--- src/rtl/gpio_int_pkg.sv ---
// Shared definitions for the GPIO interrupt conditioner and the interrupt controller.
// Edge-mode encodings, default widths and the channel-count derivation live here.
package gpio_int_pkg;

  localparam logic [1:0] MODE_RISE = 2'b00;
  localparam logic [1:0] MODE_FALL = 2'b01;
  localparam logic [1:0] MODE_BOTH = 2'b10;
  localparam logic [1:0] MODE_LVL  = 2'b11;

  localparam int ERR_W_DEF = 2;
  localparam int INF_W_DEF = 2;
  localparam int SK_W_DEF  = 2;
  localparam int DB_W_DEF  = 4;

  // Total channel count; channel i is bit i of every packed per-channel vector.
  function automatic int int_num(input int err_w, input int inf_w, input int sk_w);
    return err_w + inf_w + sk_w;
  endfunction

endpackage

--- src/rtl/gpio_int_filt_cell.sv ---
// One interrupt channel: 2-flop synchronizer, debounce counter and edge/level qualifier.
// The qualified output is registered on the same edge that commits the filtered level.
module gpio_int_filt_cell
  import gpio_int_pkg::*;
#(
  parameter int DB_W = DB_W_DEF
) (
  input  logic            clk_cpu,
  input  logic            rstn_cpu,
  input  logic            pin,
  input  logic            en,
  input  logic [1:0]      mode,
  input  logic [DB_W-1:0] db_len,
  output logic            filt_level,
  output logic            int_out
);

  logic            s1;
  logic            s2;
  logic [DB_W-1:0] cnt;
  logic [DB_W-1:0] cnt_nxt;
  logic            filt_nxt;
  logic            commit;
  logic            qual;

  // >= rather than == so a db_len lowered mid-count commits on the next differing cycle;
  // the counter stops at db_len, so it can never wrap.
  // NOTE: every always_comb output gets a default first so no path leaves it unassigned (no latch).
  always_comb begin
    commit   = 1'b0;
    filt_nxt = filt_level;
    cnt_nxt  = '0;
    if (s2 != filt_level) begin
      if (cnt >= db_len) begin
        commit   = 1'b1;
        filt_nxt = s2;
      end else begin
        cnt_nxt = cnt + DB_W'(1);
      end
    end
  end

  always_comb begin
    qual = 1'b0;
    case (mode)
      MODE_RISE: qual = commit &  s2;
      MODE_FALL: qual = commit & ~s2;
      MODE_BOTH: qual = commit;
      MODE_LVL:  qual = filt_nxt;
    endcase
  end

  // NOTE: sequential state uses non-blocking assignments so s1 -> s2 behaves as two real flops.
  always_ff @(posedge clk_cpu) begin
    if (!rstn_cpu) begin
      s1         <= 1'b0;
      s2         <= 1'b0;
      cnt        <= '0;
      filt_level <= 1'b0;
      int_out    <= 1'b0;
    end else begin
      s1         <= pin;
      s2         <= s1;
      cnt        <= cnt_nxt;
      filt_level <= filt_nxt;
      int_out    <= qual & en;
    end
  end

endmodule

--- src/rtl/gpio_int_di.sv ---
// GPIO interrupt input conditioner: one filter cell per channel, outputs split into
// the {error, inform, shake} source vectors in the controller's collect order.
module gpio_int_di
  import gpio_int_pkg::*;
#(
  parameter int ERR_W = ERR_W_DEF,
  parameter int INF_W = INF_W_DEF,
  parameter int SK_W  = SK_W_DEF,
  parameter int DB_W  = DB_W_DEF,
  localparam int L_INT_NUM = int_num(ERR_W, INF_W, SK_W)
) (
  input  logic                   clk_cpu,
  input  logic                   rstn_cpu,
  input  logic [L_INT_NUM-1:0]   gpio_pin,
  input  logic [L_INT_NUM-1:0]   chan_en,
  input  logic [2*L_INT_NUM-1:0] edge_mode,
  input  logic [DB_W-1:0]        db_len,
  output logic [L_INT_NUM-1:0]   filt_level,
  output logic [ERR_W-1:0]       error_int_cpu,
  output logic [INF_W-1:0]       inform_int_cpu,
  output logic [SK_W-1:0]        shake_int_cpu
);

  logic [L_INT_NUM-1:0] int_vec;

  for (genvar i = 0; i < L_INT_NUM; i++) begin : g_chan
    gpio_int_filt_cell #(
      .DB_W (DB_W)
    ) u_cell (
      .clk_cpu    (clk_cpu),
      .rstn_cpu   (rstn_cpu),
      .pin        (gpio_pin[i]),
      .en         (chan_en[i]),
      .mode       (edge_mode[2*i +: 2]),
      .db_len     (db_len),
      .filt_level (filt_level[i]),
      .int_out    (int_vec[i])
    );
  end

  assign error_int_cpu  = int_vec[L_INT_NUM-1 -: ERR_W];
  assign inform_int_cpu = int_vec[INF_W+SK_W-1 -: INF_W];
  assign shake_int_cpu  = int_vec[SK_W-1:0];

endmodule

--- config.mk ---
export PLATFORM = sky130hd
export DESIGN_NAME = gpio_int_di
export DESIGN_NICKNAME = d
export VERILOG_FILES = /design/src/rtl/gpio_int_pkg.sv /design/src/rtl/gpio_int_filt_cell.sv /design/src/rtl/gpio_int_di.sv
export SDC_FILE = /design/constraint.sdc
export NUM_CORES = 1
export LEC_CHECK = 0
export ABC_AREA = 1
export BUFFER_PORTS_ARGS = -buffer_cell sky130_fd_sc_hd__buf_2
export CORE_UTILIZATION = 35
export DETAILED_ROUTE_END_ITERATION = 8
export GPL_TIMING_DRIVEN = 0
export PLACE_DENSITY = 0.5
export SLEW_MARGIN = 30
export SYNTH_ARGS = -nofsm -noshare
export SYNTH_HDL_FRONTEND = slang
export SYNTH_SLANG_ARGS = --single-unit
--- constraint.sdc ---
create_clock -name clk_cpu -period 3.1 [get_ports clk_cpu]
set_input_delay 0.775 -clock clk_cpu [delete_from_list [all_inputs] [get_ports clk_cpu]]
set_output_delay 0.775 -clock clk_cpu [all_outputs]
set_load 0.005 [all_outputs]
==> impl_results.rst, run 1 <==
.. list-table::
   :header-rows: 1

   * - Metric
     - Value
   * - Static Leak
     - approximately 1.7 nW
   * - Maximum buffer depth of the clock tree
     - 2
   * - Most frequent standard cell in the layout excluding fill and tap cells
     - sky130_fd_sc_hd__nand2_1
   * - Fraction of layout instances using a drive strength above 1
     - 0.144
   * - Number of inserted diodes
     - 0
   * - Number of placement rows
     - 31
   * - Arrival time of the worst setup path
     - 2.12 ns
   * - Cell count after synthesis
     - between 300 and 400
   * - Worst supply voltage drop on vdd
     - around 0.2 mV
   * - Net count of the finished layout
     - about 500
   * - Largest incremental delay on the critical path
     - roughly 0.30 ns
   * - Top library cells by usage in the layout, fill and taps aside
     - sky130_fd_sc_hd__nand2_1, sky130_fd_sc_hd__inv_1, sky130_fd_sc_hd__nor2_1
   * - Post-CTS setup buffer count
     - 0
   * - Overall die area
     - 8090 um^2
   * - Sum of routed wire length over all layers
     - 4850 um
   * - Register bit total from synthesis
     - 48
   * - PD cells
     - approximately 380 nW/um^2
   * - Overall die height
     - 89.9 um
   * - Number of antenna-violating nets in the routed design
     - 0
   * - Setup tns final
     - 0 ns
   * - Starting density of the core
     - 0.367
   * - CTS tree
     - built
   * - Antenna violations before repair
     - 0
   * - Cells along the critical path
     - buf_2, inv_1, ha_1, a21oi_1, nand3_1, nor2_1, o21ai_1, nor2_1
   * - Number of fill cells
     - 790
   * - Worst Path Max Fanout
     - 6
   * - Slowest stage cell, crit path
     - sky130_fd_sc_hd__ha_1
   * - Number of instances resized during post-cts repair
     - 0
   * - Total CTS buffers
     - 5
   * - DP HPWL
     - 3700 um
   * - Layout-stage area growth over the synthesis result
     - 14.8%
   * - Slew of the pin with the lowest slew margin
     - 0.321 ns
   * - Sequential fraction of the synthesis area
     - 0.355
   * - Crit. End Element
     - flip-flop
   * - Buffers on Ports
     - 40
   * - Number of unique standard cell types used by synthesis
     - 17
   * - Wire per inst
     - roughly 9.0 um
   * - Clock Sink Count
     - 48
   * - Wire length of the first global-routing pass
     - 8650 um
   * - DRC errors left
     - 0
   * - Avg Synthesized Cell Area
     - between 6 and 7 um^2
   * - Sum of overflow across all layers after global routing
     - 0
   * - Initial DRC count
     - 49
   * - Maximum clock rate
     - 530 MHz
   * - Slew headroom
     - 0.784
   * - Ys Warns
     - 0
   * - Skew-Pair Late Insertion Delay
     - slightly below 0.3 ns
   * - Vias in the first global route
     - 2065
   * - Minimum hold slack
     - 0.420 ns
   * - Vias per cell
     - 4.24
   * - RSZ-0062 raised after global routing
     - no
   * - Final Hold Violating Endpoints
     - 0
   * - H-tree depth
     - 2
   * - Number of detailed-routing iterations run before antenna repair
     - 4
   * - Cell area after synthesis
     - 2710 um^2
   * - Maximum capacitance violations
     - 0
   * - Horiz. Die Dim
     - 89.9 um
   * - Core Box Area
     - approximately 7400 um^2
   * - Crit-path most repeated cell
     - sky130_fd_sc_hd__nor2_1
   * - Crit path launch type
     - input pin
   * - Final Critical Period
     - 1.89 ns
   * - Number of failing setup endpoints in the final timing report
     - 0
   * - Routed via count
     - 2277
   * - Path class of the lowest-slack min-delay path
     - reg -> reg
   * - Period utilisation layout
     - 0.608
   * - Clock Pin Slew Worst Setup and Hold Paths
     - 0.09 ns
   * - Layout Skew
     - between 0.007 and 0.008 ns
   * - Root buf cell
     - sky130_fd_sc_hd__clkbuf_8
   * - I/O pin cnt
     - 42
   * - Pins over their slew limit
     - 0
   * - Overall routing resource usage
     - 0.132
   * - Result of the run
     - finished clean
   * - Class of the most critical setup path
     - in -> reg
   * - Count of hold-fix buffers inserted at cts
     - 0
   * - Synthesized Nets
     - 451
   * - Required time at the worst-slack endpoint
     - 3.34 ns
   * - GP Congestion
     - 0.757
   * - Maximum number of pins on one net before global-route repair
     - 14
metrics by stage:
stage           util  instances  setup slack, ns  instance area (um^2)  power [mW]
3_5_place_dp   0.411        530            0.865                  3030       0.848
4_1_cts        0.422        537             1.17                  3110        1.21
5_1_grt        0.422        537            0.972                  3110        1.27
6_report       0.422        537             1.21                  3110        1.19
2_1_floorplan      -        391             1.28                  2710       0.789
3_3_place_gp   0.411        530            0.871                  3030       0.846
cells by family after synthesis:
logic type / count (synthesis) / synth area share
XOR/XNOR: 12 / 0.0388
flip-flops: 48 / 0.355
AO/OA/AOI/OAI: 30 / 0.0555
AND/OR/NAND/NOR: 174 / 0.256
buffers and inverters: 97 / 0.156
adder cells (fa/ha/maj): 30 / 0.139
critical path, delay by kind of cell:
family | cells | cell delay [ns]
AOI/OAI and AO/OA | 2 | 0.32
adders and majority gates | 1 | 0.30
buffers and inverters | 2 | 0.31
and+or+nand+nor | 3 | 0.41
registers in the layout, indices dropped and copies added (netlist names):
| signal | cells |
|---|---|
| g_chan.u_cell.cnt | 24 |
| g_chan.u_cell.s1 | 6 |
| g_chan.u_cell.filt_level | 6 |
| g_chan.u_cell.int_out | 6 |
| g_chan.u_cell.s2 | 6 |
layout make-up:
class                      instances  area, um^2  share of cell area
sequential                        48         961               0.309
clock buffer                       6        72.6              0.0233
inverter                          82         308              0.0990
tap                               99         124              0.0399
timing repair buffer              40         200              0.0644
multi-input combinational        246        1320               0.426
clock inverter                     1        5.00             0.00161
buffer                            15         114              0.0366
report_power, final:
part	internal [mW]	leakage, nW	switching, mW	total [mW]
Combinational	0.0774	1.30	0.103	0.180
Sequential	0.637	0.391	0.0129	0.650
Clock	0.154	0.0410	0.203	0.357
Total	0.869	1.74	0.319	1.19
final timing paths:
| path | from | end | slack, ns | depth (start not counted) |
|---|---|---|---|---|
| setup reg to reg | g_chan[3].u_cell.cnt[0]$_SDFF_PP0_ | g_chan[3].u_cell.cnt[3]$_SDFF_PP0_ | 1.66 | 9 |
| hold reg to reg | g_chan[1].u_cell.s1$_SDFF_PN0_ | g_chan[1].u_cell.s2$_SDFF_PN0_ | 0.42 | 2 |
| hold / removal | g_chan[1].u_cell.s1$_SDFF_PN0_ | g_chan[1].u_cell.s2$_SDFF_PN0_ | 0.42 | 2 |
| setup / recovery | db_len[3] | g_chan[2].u_cell.cnt[3]$_SDFF_PP0_ | 1.21 | 8 |
routing by layer:
layer  track usage  wire length [um]  vias to the layer above
li1              -                 -                     1261
met1         0.164              2470                      986
met2         0.228              2200                       25
met3        0.0271               121                        5
met4        0.0403                55                        0
met5             0                 0                        -
cell usage after synthesis:
library cell / count / area [um^2]
sky130_fd_sc_hd__nand2_1: 90 / 338
sky130_fd_sc_hd__nor2_1: 59 / 221
sky130_fd_sc_hd__nand3_1: 18 / 90.1
sky130_fd_sc_hd__buf_6: 1 / 11.3
sky130_fd_sc_hd__dfxtp_1: 48 / 961
sky130_fd_sc_hd__inv_1: 81 / 304
sky130_fd_sc_hd__o21ai_0: 1 / 5.00
sky130_fd_sc_hd__buf_4: 13 / 97.6
sky130_fd_sc_hd__buf_2: 1 / 5.00
sky130_fd_sc_hd__ha_1: 30 / 375
sky130_fd_sc_hd__nor2_2: 1 / 6.26
sky130_fd_sc_hd__inv_2: 1 / 3.75
sky130_fd_sc_hd__o21ai_1: 11 / 55.1
sky130_fd_sc_hd__nand4_1: 6 / 37.5
sky130_fd_sc_hd__a21oi_1: 18 / 90.1
sky130_fd_sc_hd__xor2_1: 6 / 52.6
sky130_fd_sc_hd__xnor2_1: 6 / 52.6
No activity file was read; power rests on OpenSTA's default activity.
==> inputs of run 2 (changes only) <==
PLACE_DENSITY = 0.52   (was 0.5)
clock period = 1.6 ns   (was 3.1 ns; I/O delays follow)
==> run 2 against run 1 <==
- cell area is 6.4% higher
- final cell count up 0.93%
- total power increased by 120%
- combinational power increased by 110%
- routed wire length is 2.8% higher
- setup slack got worse by 1.1 ns
- critical path depth increased by 3
- global-route usage rose by 0.32 points
- highest routed layer unchanged
==> impl_results.rst, run 2 (synthesis results as in run 1) <==
.. list-table::
   :header-rows: 1

   * - Metric
     - Value
   * - Result of the run
     - finished clean
   * - Number of fill cells
     - 799
   * - Top library cells by usage in the layout, fill and taps aside
     - sky130_fd_sc_hd__nand2_1, sky130_fd_sc_hd__inv_1, sky130_fd_sc_hd__nor2_1
   * - Skew-Pair Late Insertion Delay
     - 0.30 ns
   * - Layout-stage area growth over the synthesis result
     - 22.2%
   * - Maximum clock rate
     - 664 MHz
   * - Fraction of layout instances using a drive strength above 1
     - 0.212
   * - Number of failing setup endpoints in the final timing report
     - 0
   * - Area of combinational cells with multiple inputs
     - around 1400 um^2
   * - Final Hold Violating Endpoints
     - 0
   * - Root buf cell
     - sky130_fd_sc_hd__clkbuf_8
   * - Overall die height
     - 89.9 um
   * - Clock Sink Count
     - 48
   * - PD cells
     - 776 nW/um^2
   * - Overall routing resource usage
     - 0.135
   * - CTS tree
     - built
   * - Crit. End Element
     - flip-flop
   * - Core Box Area
     - 7370 um^2
   * - Number of cells on the worst reg-to-reg path
     - 9
   * - Initial DRC count
     - 72
   * - Wire length of the first global-routing pass
     - 8830 um
   * - Horiz. Die Dim
     - 89.9 um
   * - DP HPWL
     - 3720 um
   * - Total CTS buffers
     - 5
   * - Buffers on Ports
     - 40
   * - Antenna violations before repair
     - 0
   * - Cell count of the worst hold path
     - 3
   * - Net count of the finished layout
     - 502
   * - I/O pin cnt
     - 42
   * - Worst Path Max Fanout
     - 6
   * - Arrival time of the worst setup path
     - 1.75 ns
   * - Maximum number of pins on one net before global-route repair
     - 16
   * - Number of detailed-routing iterations run before antenna repair
     - 4
   * - Slowest stage cell, crit path
     - sky130_fd_sc_hd__ha_1
   * - Post-layout power
     - 2.57 mW
   * - Largest incremental delay on the critical path
     - 0.28 ns
   * - Number of antenna-violating nets in the routed design
     - 0
   * - Core utilization of the finished layout
     - 0.449
   * - Register cell area after layout
     - ~960 um^2
   * - Overall die area
     - 8090 um^2
   * - Slew headroom
     - 0.817
   * - Number of placement rows
     - 31
   * - Slew of the pin with the lowest slew margin
     - 0.274 ns
   * - Final Critical Period
     - 1.51 ns
   * - Largest register by flop count
     - g_chan.u_cell.cnt
   * - Static Leak
     - about 1.8 nW
   * - H-tree depth
     - 2
   * - Starting density of the core
     - 0.367
   * - Crit path launch type
     - input pin
   * - Vias in the first global route
     - 2140
   * - Required time at the worst-slack endpoint
     - 1.84 ns
   * - Wire per inst
     - 9.20 um
   * - DRC errors left
     - 0
   * - Cells along the critical path
     - buf_2, clkinvlp_4, buf_4, ha_1, nand2_1, inv_1, nand2_2, nand3_4, nor2_2, o21ai_2, nor2_1
   * - Number of inserted diodes
     - 0
   * - Clock Pin Slew Worst Setup and Hold Paths
     - 0.09 ns
   * - Worst supply voltage drop on vdd
     - a little over 0.5 mV
   * - GP Congestion
     - 0.756
   * - Path class of the lowest-slack min-delay path
     - in -> reg
   * - Maximum buffer depth of the clock tree
     - 2
   * - Pins over their slew limit
     - 0
   * - Routed via count
     - around 2300
   * - Class of the most critical setup path
     - in -> reg
   * - Vias per cell
     - 4.29
   * - Count of hold-fix buffers inserted at cts
     - 0
   * - Layout Skew
     - 0.00235 ns
   * - Most frequent standard cell in the layout excluding fill and tap cells
     - sky130_fd_sc_hd__nand2_1
   * - Sum of routed wire length over all layers
     - ~5000 um
   * - Maximum capacitance violations
     - 0
   * - Period utilisation layout
     - 0.941
   * - Max FFs per register
     - 24
   * - Sum of overflow across all layers after global routing
     - 0
run 2: changes by cell type in the layout (fill, tap and decap cells not counted), sizes merged:
cell and change:
buf +4, clkinvlp +3, bufinv +1, inv -3
run 2: what timing repair did:
item | in CTS | in global routing
endpoints found under the setup margin | 0 | 29
resized for setup | 0 | 26
setup buffers | 0 | 4
run 2: area by class of cell:
type                       instances  area share
buffer                            15      0.0344
clock buffer                       6      0.0250
clock inverter                     2      0.0117
inverter                          82      0.0964
multi-input combinational        246       0.435
sequential                        48       0.290
tap                               99      0.0374
timing repair buffer              44      0.0696
run 2: final timing paths:
| kind | start | endpoint | slack [ns] |
|---|---|---|---|
| worst max register to register | g_chan[1].u_cell.cnt[0]$_SDFF_PP0_ | g_chan[1].u_cell.cnt[0]$_SDFF_PP0_ | 0.17 |
| worst max-delay path | db_len[2] | g_chan[5].u_cell.cnt[1]$_SDFF_PP0_ | 0.09 |
| worst min register to register | g_chan[1].u_cell.s1$_SDFF_PN0_ | g_chan[1].u_cell.s2$_SDFF_PN0_ | 0.42 |
| worst min-delay path | gpio_pin[1] | g_chan[1].u_cell.s1$_SDFF_PN0_ | 0.27 |
run 2: critical path, delay by kind of cell:
family | cells | cell delay (ns)
adders and majority gates | 1 | 0.28
buffers and inverters | 4 | 0.53
and+or+nand+nor | 5 | 0.45
AOI/OAI and AO/OA | 1 | 0.09
run 2: metal layers:
layer | wire [um] | GRT usage
met5 | 0 | 0
met4 | 71 | 0.0565
met2 | 2340 | 0.231
met3 | 163 | 0.0296
met1 | 2410 | 0.163
run 2: through the flow:
step | hold WS, ns | area (um^2) | worst slack [ns] | TNS (ns) | cells
5_1_grt | 0.269 | 3310 | -0.0157 | -0.0212 | 542
3_3_place_gp | 0.395 | 3030 | -0.259 | -7.40 | 530
3_5_place_dp | 0.397 | 3030 | -0.244 | -7.15 | 530
6_report | 0.270 | 3310 | 0.0949 | 0 | 542
2_1_floorplan | 0.390 | 2710 | 0.158 | 0 | 391
4_1_cts | 0.255 | 3150 | 0.0710 | 0 | 538
run 2: power breakdown:
part / internal [mW] / leakage (nW) / switching (mW)
Combinational: 0.167 / 1.34 / 0.217
Clock: 0.511 / 0.0614 / 0.413
Sequential: 1.23 / 0.391 / 0.0244
Total: 1.91 / 1.79 / 0.654
